[src/rtl/vram_pkg.sv]
// Shared definitions for the video RAM arbiter and its helpers.
// The default widths describe one 1 KiB text page of 8-bit character codes.
package vram_pkg;

  localparam int DEF_ADDR_W   = 10;
  localparam int DEF_DATA_W   = 8;
  localparam int DEF_MAX_WAIT = 64;

  typedef enum logic {
    IDLE    = 1'b0,
    CPU_ACK = 1'b1
  } arb_state_e;

endpackage

[src/rtl/vram_arbiter_if.sv]
// Bundle of the video fetch port, the CPU port and the RAM port around the arbiter.
// The arbiter connects through the slave modport; its environment uses master.
interface vram_arbiter_if #(
  parameter int ADDR_W = vram_pkg::DEF_ADDR_W,
  parameter int DATA_W = vram_pkg::DEF_DATA_W
);

  logic              fetch_req;
  logic [ADDR_W-1:0] fetch_addr;
  logic              fetch_valid;
  logic [DATA_W-1:0] fetch_data;

  logic              cpu_req;
  logic              cpu_we;
  logic [ADDR_W-1:0] cpu_addr;
  logic [DATA_W-1:0] cpu_wdata;
  logic              cpu_ack;
  logic [DATA_W-1:0] cpu_rdata;

  logic [ADDR_W-1:0] ram_addr;
  logic              ram_we;
  logic [DATA_W-1:0] ram_wdata;
  logic [DATA_W-1:0] ram_rdata;

  modport slave (
    input  fetch_req, fetch_addr, cpu_req, cpu_we, cpu_addr, cpu_wdata, ram_rdata,
    output fetch_valid, fetch_data, cpu_ack, cpu_rdata, ram_addr, ram_we, ram_wdata
  );

  modport master (
    output fetch_req, fetch_addr, cpu_req, cpu_we, cpu_addr, cpu_wdata, ram_rdata,
    input  fetch_valid, fetch_data, cpu_ack, cpu_rdata, ram_addr, ram_we, ram_wdata
  );

endinterface

[src/rtl/vram_wait_mon.sv]
// Counts consecutive cycles a requester is held off and raises a sticky flag once
// the count saturates at MAX_WAIT. Meant to be reusable for other requesters.
module vram_wait_mon #(
  parameter int MAX_WAIT = vram_pkg::DEF_MAX_WAIT
) (
  input  logic clk,
  input  logic reset,
  input  logic req,
  input  logic grant,
  output logic starve
);

  localparam int               CNT_W = $clog2(MAX_WAIT + 1);
  localparam logic [CNT_W-1:0] LIMIT = CNT_W'(MAX_WAIT);

  logic [CNT_W-1:0] count_q;
  logic [CNT_W-1:0] count_d;
  logic             starve_q;

  always_comb begin
    // NOTE: assign a default before any branch so no path leaves count_d unassigned (no latch).
    count_d = '0;
    if (req && !grant) begin
      count_d = (count_q == LIMIT) ? count_q : count_q + CNT_W'(1);
    end
  end

  // NOTE: state registers use non-blocking assignments so every flop samples pre-edge values.
  always_ff @(posedge clk) begin
    if (reset) begin
      count_q  <= '0;
      starve_q <= 1'b0;
    end else begin
      count_q <= count_d;
      if (count_d == LIMIT) starve_q <= 1'b1;
    end
  end

  assign starve = starve_q;

endmodule

[src/rtl/vram_arbiter.sv]
// Single-port VRAM arbiter: the raster fetch always wins, the CPU is served through a
// req/ack handshake at most every second cycle, and CPU lockout is flagged stickily.
module vram_arbiter
  import vram_pkg::*;
#(
  parameter int ADDR_W   = DEF_ADDR_W,
  parameter int DATA_W   = DEF_DATA_W,
  parameter int MAX_WAIT = DEF_MAX_WAIT
) (
  input  logic                  clk,
  input  logic                  reset,
  vram_arbiter_if.slave         bus,
  output logic                  cpu_starve
);

  arb_state_e        state_q;
  arb_state_e        state_d;
  logic              video_grant;
  logic              cpu_grant;
  logic [ADDR_W-1:0] grant_addr;
  logic [DATA_W-1:0] rdata;
  logic              fetch_valid_q;
  logic              starve;

  // Grant decision; reset suppresses every grant so ram_we cannot pulse during reset.
  always_comb begin
    video_grant = 1'b0;
    cpu_grant   = 1'b0;
    state_d     = IDLE;
    grant_addr  = bus.cpu_addr;
    if (!reset) begin
      if (bus.fetch_req) begin
        video_grant = 1'b1;
        grant_addr  = bus.fetch_addr;
      end else if (state_q == IDLE && bus.cpu_req) begin
        cpu_grant = 1'b1;
        state_d   = CPU_ACK;
      end
    end
  end

  always_ff @(posedge clk) begin
    if (reset) begin
      state_q       <= IDLE;
      fetch_valid_q <= 1'b0;
    end else begin
      state_q       <= state_d;
      fetch_valid_q <= video_grant;
    end
  end

  assign rdata         = bus.ram_rdata;

  assign bus.ram_addr  = grant_addr;
  assign bus.ram_we    = cpu_grant & bus.cpu_we;
  assign bus.ram_wdata = bus.cpu_wdata;

  // Responses are masked while reset is high so a pending ack/valid dies immediately.
  assign bus.fetch_valid = fetch_valid_q & ~reset;
  assign bus.fetch_data  = rdata;
  assign bus.cpu_ack     = (state_q == CPU_ACK) & ~reset;
  assign bus.cpu_rdata   = rdata;

  vram_wait_mon #(
    .MAX_WAIT (MAX_WAIT)
  ) u_wait_mon (
    .clk    (clk),
    .reset  (reset),
    .req    (bus.cpu_req),
    .grant  (cpu_grant),
    .starve (starve)
  );

  assign cpu_starve = starve & ~reset;

endmodule

[src/flat_wrapper.sv]
// flat-port wrapper written by rule: the top's interface ports become plain ports
module vram_arbiter_flat import vram_pkg::*;
#(
  parameter int ADDR_W   = DEF_ADDR_W,
  parameter int DATA_W   = DEF_DATA_W,
  parameter int MAX_WAIT = DEF_MAX_WAIT
)
  (clk, reset, cpu_starve, bus_fetch_req, bus_fetch_addr, bus_cpu_req, bus_cpu_we, bus_cpu_addr, bus_cpu_wdata, bus_ram_rdata, bus_fetch_valid, bus_fetch_data, bus_cpu_ack, bus_cpu_rdata, bus_ram_addr, bus_ram_we, bus_ram_wdata);
  vram_arbiter_if #(.ADDR_W(ADDR_W), .DATA_W(DATA_W)) bus_i ();
  input  logic clk;
  input  logic reset;
  output logic cpu_starve;
  input wire logic [$bits(bus_i.fetch_req)-1:0] bus_fetch_req;
  input wire logic [$bits(bus_i.fetch_addr)-1:0] bus_fetch_addr;
  input wire logic [$bits(bus_i.cpu_req)-1:0] bus_cpu_req;
  input wire logic [$bits(bus_i.cpu_we)-1:0] bus_cpu_we;
  input wire logic [$bits(bus_i.cpu_addr)-1:0] bus_cpu_addr;
  input wire logic [$bits(bus_i.cpu_wdata)-1:0] bus_cpu_wdata;
  input wire logic [$bits(bus_i.ram_rdata)-1:0] bus_ram_rdata;
  output wire logic [$bits(bus_i.fetch_valid)-1:0] bus_fetch_valid;
  output wire logic [$bits(bus_i.fetch_data)-1:0] bus_fetch_data;
  output wire logic [$bits(bus_i.cpu_ack)-1:0] bus_cpu_ack;
  output wire logic [$bits(bus_i.cpu_rdata)-1:0] bus_cpu_rdata;
  output wire logic [$bits(bus_i.ram_addr)-1:0] bus_ram_addr;
  output wire logic [$bits(bus_i.ram_we)-1:0] bus_ram_we;
  output wire logic [$bits(bus_i.ram_wdata)-1:0] bus_ram_wdata;
  assign bus_i.fetch_req = bus_fetch_req;
  assign bus_i.fetch_addr = bus_fetch_addr;
  assign bus_i.cpu_req = bus_cpu_req;
  assign bus_i.cpu_we = bus_cpu_we;
  assign bus_i.cpu_addr = bus_cpu_addr;
  assign bus_i.cpu_wdata = bus_cpu_wdata;
  assign bus_i.ram_rdata = bus_ram_rdata;
  assign bus_fetch_valid = bus_i.fetch_valid;
  assign bus_fetch_data = bus_i.fetch_data;
  assign bus_cpu_ack = bus_i.cpu_ack;
  assign bus_cpu_rdata = bus_i.cpu_rdata;
  assign bus_ram_addr = bus_i.ram_addr;
  assign bus_ram_we = bus_i.ram_we;
  assign bus_ram_wdata = bus_i.ram_wdata;
  vram_arbiter #(.ADDR_W(ADDR_W), .DATA_W(DATA_W), .MAX_WAIT(MAX_WAIT)) u_core (.clk(clk), .reset(reset), .bus(bus_i), .cpu_starve(cpu_starve));
endmodule
[config.mk]
export PLATFORM = sky130hd
export DESIGN_NAME = vram_arbiter_flat
export DESIGN_NICKNAME = d
export VERILOG_FILES = /design/src/rtl/vram_pkg.sv /design/src/rtl/vram_arbiter_if.sv /design/src/rtl/vram_wait_mon.sv /design/src/rtl/vram_arbiter.sv /design/src/flat_wrapper.sv
export SDC_FILE = /design/constraint.sdc
export NUM_CORES = 1
export LEC_CHECK = 0
export ABC_AREA = 1
export CORE_MARGIN = 5
export CORE_UTILIZATION = 31
export DETAILED_ROUTE_END_ITERATION = 7
export PLACE_DENSITY = 0.91
export SLEW_MARGIN = 30
export SYNTH_ARGS = -nofsm -noshare
export SYNTH_HDL_FRONTEND = slang
export SYNTH_SLANG_ARGS = --single-unit
[constraint.sdc]
create_clock -name clk -period 1.4 [get_ports clk]
set_input_delay 0.14 -clock clk [delete_from_list [all_inputs] [get_ports clk]]
set_output_delay 0.14 -clock clk [all_outputs]
set_load 0.02 [all_outputs]
# [Yosys cells after proc, flatten, opt, wreduce, memory -nomap -nowiden]
# Cells that the tools add are included.
[totals] register_bits=10
[op_classes] n_mux=8 eq_ne=2 addsub=1 n_reduce_logical=3 bitwise=6
[ops] operator="2-to-1 mux 10 bit" n=2
[ops] operator="equality test 7 bit (second input constant)" n=2
[ops] operator="2-to-1 mux 7 bit" n=2
[ops] operator="adder 7 x 1 -> 7 bit (second input constant)" n=1
[ops] operator="bitwise AND 1 bit" n=4
[ops] operator="2-to-1 mux 1 bit" n=4
[ops] operator="logical AND 1 bit" n=2
[ops] operator="inverter 1 bit" n=2
[ops] operator="zero test 1 bit" n=1

# [Depth between registers and ports, before layout]
[depth] depth_word=9 mapped_depth=11

# [Cells and area by module]
# From an unflattened synthesis, not the netlist that was laid out.
[unflattened] hier_cells=140 area_unflattened_um2=870.8
[by_module_without_submodules] module="vram_wait_mon" instances=1 seq_area_each_um2=160.2 cells_per_inst=66 area_per_inst_um2=455.4
[by_module_without_submodules] module="vram_arbiter" instances=1 seq_area_each_um2=40.0 cells_per_inst=74 area_per_inst_um2=415.4

# [Worst setup path before layout]
# Ideal clock, no wire load.
[synth_path] path_kind="register to register" start="reg u_core.u_wait_mon.count_q[0]" end="reg u_core.u_wait_mon.starve_q, in the netlist u_core.u_wait_mon.starve" synth_period_minus_slack_ps=1198 t_arrival_ps=1140 path_buffers=0 setup_ps=58 path_slack_ps=202 path_stages_with_launch=12 required_ps=1342 path_cell_list="dfxtp_1 inv_1 ha_1 nand2_1 inv_1 nand3_2 nand2_1 nand3_1 nand2_1 nor2_1 nand2_1 nand2_1"
[synth_between] elab_chain_len=4
[synth_lines] item="start: declaration" line_no="vram_wait_mon.sv:16" rtl="logic [CNT_W-1:0] count_q;"
[synth_lines] item="start signal: assignment" line_no="vram_wait_mon.sv:34" rtl="count_q <= count_d;"
[synth_lines] item="adder 7 x 1 -> 7 bit or equality test 7 bit (tied branches)" line_no="vram_wait_mon.sv:24" rtl="count_d = (count_q == LIMIT) ? count_q : count_q + CNT_W'(1);"
[synth_lines] item="2-to-1 mux 7 bit (*)" line_no="vram_wait_mon.sv:24"
[synth_lines] item="2-to-1 mux 7 bit (*)" line_no="vram_wait_mon.sv:23" rtl="if (req && !grant) begin"
[synth_lines] item="equality test 7 bit (*)" line_no="vram_wait_mon.sv:35" rtl="if (count_d == LIMIT) starve_q <= 1'b1;"
[synth_lines] item="end signal: assignment" line_no="vram_wait_mon.sv:32" rtl="starve_q <= 1'b0;"
[synth_lines] item="end signal: assignment" line_no="vram_wait_mon.sv:35"
[synth_lines] item="end: declaration" line_no="vram_wait_mon.sv:18" rtl="logic starve_q;"
# Mark *: on every way between the ends. The rest lies on a longest branch, timed or not.
# A chain may end at the register's enable or synchronous reset.

# [Final worst setup path]
[layout_path] start="reg u_core.state_q" end="reg u_core.u_wait_mon.starve_q, in the netlist u_core.u_wait_mon.starve"
[layout_between] elab_chain_len=9
[layout_lines] item="start: declaration" line_no="vram_arbiter.sv:16" rtl="arb_state_e state_q;"
[layout_lines] item="start signal: assignment" line_no="vram_arbiter.sv:47" rtl="state_q <= state_d;"
[layout_lines] item="inverter 1 bit" line_no="vram_arbiter.sv:35" rtl="end else if (state_q == IDLE && bus.cpu_req) begin"
[layout_lines] item="logical AND 1 bit" line_no="vram_arbiter.sv:35"
[layout_lines] item="2-to-1 mux 1 bit" line_no="vram_arbiter.sv:35"
[layout_lines] item="2-to-1 mux 1 bit" line_no="vram_arbiter.sv:32" rtl="if (bus.fetch_req) begin"
[layout_lines] item="2-to-1 mux 1 bit"
[layout_lines] item="zero test 1 bit" line_no="vram_wait_mon.sv:23"
[layout_lines] item="logical AND 1 bit" line_no="vram_wait_mon.sv:23"
[layout_lines] item="2-to-1 mux 7 bit" line_no="vram_wait_mon.sv:23"
[layout_lines] item="equality test 7 bit" line_no="vram_wait_mon.sv:35"
# No other way between the ends.

==> flow_summary.toml <==
[run_status]
status = "finished, final reports clean"

[clock_network]
cts_tree = "done"
cts.sinks = 10
cts_htree_levels = 1
cts_root_buf = "clkbuf_4"
cts_inserted_buffers = 3
max-clock-path-buffers = 2
clk_pin_slew_ns = 0.07
hold_buffers = 0
clock_latency_ns = 0.27

[pwr]
netSwitchingFraction_pct = 27.6
p_clk_share_pct = 33.2
max-vdd-ir-drop_uv = 587
p_comb_share_pct = 29.4
power_frac_seq_pct = 37.4
switchingPower_w = 0.000218
power_report.internal_total_w = 0.000573
power.density_nw_per_um2 = 635
total_power_w = 0.000791
p_leak_nw = 0.617

[sta]
post-route-period-util_pct = 92.6
rsz0062_at_grt = "yes"
hold_viol = 0
fin_setup_tns_ns = 0
fin_skew_ns = 0.00602
whs_ns = 0.280
worst_pin_slew_ns = 0.260
maxSlewHeadroom_pct = 82.6
finalCriticalPeriod_ns = 1.30
slew_violations = 0
setup_viol = 0
fmax_mhz = 771

[logic_synthesis]
syn_area_um2 = 887
netlist.area_leader.share_pct = 22.6
synth_fa_ha_area_share_pct = 2.82
syn-num-nets = 184
muxShareOfSynthArea_pct = 0
yosysWarnings = 0
synth_cells = 141
synth-compound-area-share_pct = 3.67
yosysTopAreaCell = "dfxtp_1"
synth.area.top_cells = "dfxtp_1 23%, buf_4 20%, nand2_1 19%"
synth_top_family_by_area = "simple AND/OR/NAND/NOR gates"
ys_ff_latch = 10
synth_seq_area_share_pct = 22.6
syn_avg_cell_area_um2 = 6.29
ys_types = 21
synth-simple-area-share_pct = 41.3
synthXorXnorAreaFrac_pct = 0

[global_routing]
antenna_found_initial = 0
grt_max_degree = 11
grt_first_pass_wirelength_mm = 3.34
first_global_vias = 906
grt_overflow_total = 0
grt_use_total_pct = 10.3

[drt]
wl_met2_mm = 1.01
wire_per_inst_um = 10.3
vias_per_cell = 4.39
routed-wl-met3_um = 246
wl_met1_um = 764
drc = 0
vias = 896
drt-initial-drc-count = 12
drtAntennaViolNets = 0
first_pass_iters = 4
top_layer = "met4"
totalWireLength_mm = 2.10

[finish]
utilization_pct = 45.1
nets = 217
diodes = 0
fillCellCount = 272
syn_to_final_growth_pct = 40.3
drive_gt1_share_pct = 28.3

[critical_path]
critPathCaptureType = "flop"
arrival_ns = 1.45
r2r-end = "u_core.u_wait_mon.starve"
cp_max_fo = 6
r2r_start = "u_core.state_q"
startpoint_type = "flop"
r2r_slack_ns = 0.10
reg2reg_depth = 7
path_class = "flop to flop"
cp_data_required_time_ns = 1.56

[placement]
dpl.hpwl_mm = 1.77
place_congestion = 0.835
io_buffer_count = 38

[floorplan]
die_y_um = 63.5
io_pins = 79
die_w_um = 63.5
rows = 19
start_util_pct = 32.2
die_area_um2 = 4030
core_um2 = 2760

[min_path]
worstHoldPathCells = 0
hold_path.class = "input pin to primary output"
min_to = "bus_cpu_rdata[2]"
hp-start = "bus_ram_rdata[2]"

[flow_run]
max_cap_violations = 0
-- routing by layer --
metal / vias up / global-route usage [%]
met2: 45 / 19.3
met5: - / 0
met3: 11 / 4.97
met1: 371 / 8.30
met4: 0 / 6.23
li1: 469 / -
-- worst max-delay path by stage --
stage,start,slack (ns),endpoint
final,u_core.state_q,0.10,u_core.u_wait_mon.starve
after global routing,u_core.u_wait_mon.count_q[0],-0.04,u_core.u_wait_mon.starve
after global placement,reset,-0.49,bus_ram_we
after detailed placement,reset,-0.50,bus_ram_we
after floorplan,u_core.u_wait_mon.count_q[0],0.20,u_core.u_wait_mon.starve
after CTS,u_core.state_q,0.01,bus_cpu_ack
-- cells by family (layout without fill, tap and decap cells) --
| group | after synthesis | count (layout) |
|---|---|---|
| flip-flops | 10 | 10 |
| AO/OA/AOI/OAI | 3 | 3 |
| AND/OR/NAND/NOR | 81 | 81 |
| buffers and inverters | 45 | 77 |
| adder cells (fa/ha/maj) | 2 | 2 |
-- final cells by class --
class,instances,area [um^2],area share (%)
clock buffers,4,36.3,2.91
inverters,19,72.6,5.83
multi-input cells,86,438,35.2
flip-flops and latches,10,203,16.3
well taps,31,38.8,3.12
repair buffers,54,457,36.7
-- state kept, by name, summed over array words and instances (netlist names) --
signal	flops
u_core.u_wait_mon.starve	1
u_core.u_wait_mon.count_q	7
u_core.fetch_valid_q	1
u_core.state_q	1
-- worst max-delay path: stages (launching register included) --
cell and delay [ns]:
dfxtp_1 0.40, buf_4 0.14, nor2_2 0.05, a21oi_4 0.21
a21boi_2 0.22, nor2_1 0.06, nand2_1 0.05, nand2_1 0.06
-- synthesized netlist by cell type --
cell       n
nor2_2     2
a21boi_2   1
nand3_2    3
nand2_1   46
nand4_1    4
a21oi_4    1
nand2_2    1
nand3_1    7
inv_2      2
and2_1     1
buf_2      2
clkinv_2   1
nor3_2     1
dfxtp_1   10
nor2_1    15
buf_4     24
o21ai_1    1
nor4_2     1
clkinv_1   1
inv_1     15
ha_1       2
-- cell usage in the layout (no fill, tap or decap), drive strengths merged --
cell            n
buf            27
o21ai           1
clkbuf          5
clkinv          2
nand4           4
a21boi          1
nor4            1
clkdlybuf4s15   1
nand2          47
ha              2
inv            17
nor2           17
nor3            1
nand3          10
and2            1
a21oi           1
dfxtp          10
clkdlybuf4s50  22
dlygate4sd2     3
-- power by group through the flow --
stage / clock (W) / combinational (W) / sequential [W]
3_5_place_dp: 0 / 0.000252 / 0.000301
3_3_place_gp: 0 / 0.000250 / 0.000301
5_1_grt: 0.000286 / 0.000253 / 0.000296
6_report: 0.000263 / 0.000233 / 0.000295
4_1_cts: 0.000267 / 0.000235 / 0.000295
2_1_floorplan: 0 / 0.000197 / 0.000300
-- stage by stage --
step                      instances  worst slack [ns]  cell area (um^2)
after floorplan                 141             0.202               887
after global placement          200            -0.488              1240
after detailed placement        200            -0.502              1240
after CTS                       204            0.0131              1240
after global routing            204           -0.0356              1240
final                           204             0.104              1240
-- timing repair --
action | in CTS | in global routing
pin swaps | 4 | 0
setup endpoints to repair | 17 | 4
setup buffers | 0 | 0
gates resized for setup | 57 | 6
No activity file was read; power rests on OpenSTA's default activity.
